[config.mk]
export PLATFORM = sky130hd
export DESIGN_NAME = cpu_controller
export DESIGN_NICKNAME = d
export VERILOG_FILES = /design/src/rtl/cpu_controller.sv
export SDC_FILE = /design/constraint.sdc
export NUM_CORES = 1
export LEC_CHECK = 0
export ABC_AREA = 0
export CAP_MARGIN = 10
export CORE_AREA = 3 3 40 42
export CTS_BUF_LIST = sky130_fd_sc_hd__clkbuf_4 sky130_fd_sc_hd__clkbuf_8
export DETAILED_ROUTE_END_ITERATION = 7
export DIE_AREA = 0 0 43 45
export GPL_TIMING_DRIVEN = 0
export HOLD_SLACK_MARGIN = 0.02
export REMOVE_ABC_BUFFERS = 1
export SLEW_MARGIN = 10
export SYNTH_ARGS = -nofsm -noshare
export SYNTH_HDL_FRONTEND = slang
export SYNTH_SLANG_ARGS = --single-unit
[constraint.sdc]
create_clock -name clk -period 2.2 [get_ports clk]
set_input_delay 0.22 -clock clk [delete_from_list [all_inputs] [get_ports clk]]
set_output_delay 0.22 -clock clk [all_outputs]
set_load 0.05 [all_outputs]
[src/rtl/cpu_controller.sv]
// Eight-phase fetch/decode/execute sequencer for the 5-bit-address accumulator CPU.
// Optional halt-resume support is compiled in with `define CPU_CTRL_RESUME_EN.
module cpu_controller (
  input  logic       clk,
  input  logic       rst,
  input  logic [2:0] opcode,
  input  logic       zero,
`ifdef CPU_CTRL_RESUME_EN
  input  logic       resume,
`endif
  output logic       sel,
  output logic       rd,
  output logic       ld_ir,
  output logic       halt,
  output logic       inc_pc,
  output logic       ld_pc,
  output logic       ld_ac,
  output logic       wr,
  output logic       data_e,
  output logic [2:0] phase
);

  typedef enum logic [2:0] {
    INST_ADDR, INST_FETCH, INST_LOAD, IDLE, OP_ADDR, OP_FETCH, ALU_OP, STORE
  } phase_t;

  typedef enum logic [2:0] {
    HLT, SKZ, ADD, AND, XOR, LDA, STO, JMP
  } op_t;

  phase_t state;
  logic   halted;
  logic   wake;
  logic   alu_op;
  op_t    op;

  assign op     = op_t'(opcode);
  assign alu_op = (op == ADD) || (op == AND) || (op == XOR) || (op == LDA);
  assign phase  = state;

`ifdef CPU_CTRL_RESUME_EN
  assign wake = resume;
`else
  assign wake = 1'b0;
`endif

  // Halting freezes the counter at OP_ADDR; resuming skips straight to OP_FETCH.
  always_ff @(posedge clk or posedge rst) begin
    if (rst) begin
      state  <= INST_ADDR;
      halted <= 1'b0;
    end else if (halted) begin
      if (wake) begin
        halted <= 1'b0;
        state  <= OP_FETCH;
      end
    end else if (state == OP_ADDR && op == HLT) begin
      halted <= 1'b1;
    end else begin
      state <= phase_t'(state + 3'd1);
    end
  end

  always_comb begin
    sel    = 1'b0;
    rd     = 1'b0;
    ld_ir  = 1'b0;
    halt   = 1'b0;
    inc_pc = 1'b0;
    ld_pc  = 1'b0;
    ld_ac  = 1'b0;
    wr     = 1'b0;
    data_e = 1'b0;
    if (halted) begin
      halt   = 1'b1;
      // The resume cycle steps the PC past the HLT instruction.
      inc_pc = wake;
    end else begin
      unique case (state)
        INST_ADDR:  sel = 1'b1;
        INST_FETCH: begin
          sel = 1'b1;
          rd  = 1'b1;
        end
        INST_LOAD, IDLE: begin
          sel   = 1'b1;
          rd    = 1'b1;
          ld_ir = 1'b1;
        end
        OP_ADDR:    inc_pc = (op != HLT);
        OP_FETCH:   rd = alu_op;
        ALU_OP: begin
          rd     = alu_op;
          inc_pc = (op == SKZ) && zero;
          ld_pc  = (op == JMP);
          data_e = (op == STO);
        end
        STORE: begin
          rd     = alu_op;
          ld_ac  = alu_op;
          ld_pc  = (op == JMP);
          wr     = (op == STO);
          data_e = (op == STO);
        end
        default: ;
      endcase
    end
  end

endmodule

==> results_dict.tcl <==
set metrics [dict create \
    status "finished clean" \
    postSynthAreaPerCell_um2 8.70 \
    core_area_mm2 0.00128 \
    io_pins 18 \
    vias_per_cell 4.84 \
    final_common_cell "clkdlybuf4s50_1" \
    syn_inst 43 \
    drc_errors 0 \
    dp_hpwl_um 645 \
    dr.max_layer_used "met3" \
    ys_top_cells_by_area "dfrtp_1 27%, ha_1 20%, xnor2_1 4.7%" \
    synth_area_um2 374 \
    ys_warn_count 0 \
    wl_met3_um 79 \
    post-cts-setup-buffer-count 0 \
    drv_slew 0 \
    met1_length_um 399 \
    ys_ff_latch 4 \
    grt_max_degree 12 \
    antenna_found_initial 0 \
    period_minus_slack_ns 2.04 \
    cts_tree "yes" \
    arrival_ns 1.82 \
    slew_headroom_pct 66.6 \
    synth_top_area_cell "dfrtp_1" \
    mostFrequentLayoutCells "9 x clkdlybuf4s50_1, 6 x ha_1, 4 x inv_1, 4 x nor2_1, 4 x dfrtp_1" \
    htree_levels 1 \
    maxCapViolCount 0 \
    clkSlewWorstSetupHoldPaths_ns 0.04 \
    gr-usage-all-layers_pct 10.5 \
    nNetsFinal 76 \
    fmax_mhz 491 \
    fin_crit_sh_pct 92.7 \
    vias 373 \
    antenna_left 0 \
    antenna_cells 0 \
    start_util_pct 29.1 \
    ys_types 22 \
    max_slew.worst_pin.slew_ns 0.500 \
    holdBufCountCts 0 \
    cts_root_buffer "clkbuf_4" \
    worstSkewPairLatency_ns 0.23 \
    core.rowCount 13 \
    fp.dieW_um 43 \
    rsz0062_at_grt "no" \
    yosys.area.top_type_share_pct 26.8 \
    crit_path_max_fanout 5 \
    drive_gt1_share_pct 19.4 \
    startpoint_type "flop" \
    finalClockSkew_ns 0.00245 \
    area_growth_syn_to_layout_pct 48.2 \
    clock_path_buffers 2 \
    wl_um 859 \
    hold_viol_final 0 \
    postLayoutCoreUtil_pct 43.1 \
    worstSetupPathType "reg2out" \
    grt_pass1_wl_um 1440 \
    post_drt_wl_per_cell_um 11.2 \
    gp_congestion 0.663 \
    ys_seq_area_share_pct 26.8 \
    grt_pass1_vias 359 \
    setup_violations 0 \
    endpoint_kind "output pin" \
    die_h_um 45 \
    cts_buffers 3 \
    wl_met2_um 380 \
    worstPathRequired_ns 1.98 \
    dr.first_iter.drc_count 11 \
    first_pass_iters 4 \
    portBuffers 17 \
    postCtsResizedCells 11 \
    overflow 0 \
    dieArea_mm2 0.00194 \
    hold_path.class "in2async" \
    cts.sinks 4 \
]
==> path summary, 6_finish.rpt <==
check | slack [ns] | endpoint | depth (start not counted) | start
setup / recovery | 0.16 | sel | 6 | phase[0]
hold reg to reg | 0.60 | phase[1] | 1 | phase[1]
max in group asynchronous | 1.89 | halted | 2 | rst
setup reg to reg | 0.68 | phase[1] | 4 | phase[0]
hold / removal | 0.16 | phase[0] | 2 | rst
min in group clk | 0.60 | phase[1] | 1 | phase[1]
==> through the flow <==
stage          area, um^2  instances  TNS, ns  hold WS, ns  setup WS [ns]
6_report              554         77        0        0.162          0.161
5_1_grt               554         77        0        0.165         0.0103
4_1_cts               574         77  -0.0691        0.157        -0.0691
3_5_place_dp          559         74   -0.379        0.411         -0.175
3_3_place_gp          559         74   -0.278        0.410         -0.189
2_1_floorplan         370         42    -2.53      -0.0139         -0.840
==> sequential cells by signal (all words and copies together) (netlist names) <==
register	count
halted	1
phase	3
==> worst max-delay path, cell delays in order, from the launching register on <==
cell and delay, ns:
dfrtp_1 0.40, inv_1 0.11, ha_1 0.27, or3_1 0.38, a21oi_1 0.15, nor2_1 0.05, buf_2 0.22
==> cells in the mapped netlist <==
master,n
a21oi_1,3
a31oi_1,1
a31oi_2,1
clkbuf_1,1
dfrtp_1,4
ha_1,6
inv_1,4
inv_2,1
mux2_4,1
nand2_1,2
nand2b_1,1
nand3_1,1
nor2_1,4
nor3_1,3
nor3_2,1
nor3b_1,1
nor4_1,1
nor4b_1,1
o211ai_1,1
o32ai_1,1
or3_1,2
xnor2_1,2
==> area by class of cell <==
cell class,instances,area [um^2]
Clock buffer,3,22.5
Inverter,5,18.8
Multi-Input combinational cell,33,251
Sequential cell,4,100
Fill cell,139,731
Tap cell,15,18.8
Timing Repair Buffer,17,143
==> cell families after synthesis <==
group | after synthesis | synth area share, %
simple gates | 17 | 25.1
mux | 1 | 4.01
fa+ha+maj | 6 | 20.1
xor+xnor | 2 | 4.68
flops | 4 | 26.8
buf+inv | 6 | 6.02
compound gates | 7 | 13.4
==> per-layer routing <==
layer	up-vias	GRT usage [%]
met5	-	0
met4	0	9.04
met2	14	14.7
met1	167	12.9
met3	0	3.59
li1	192	-
Power is left out: the tool's default activity adds up to more than one toggle a clock period on the data nets, which glitch-free logic cannot reach.
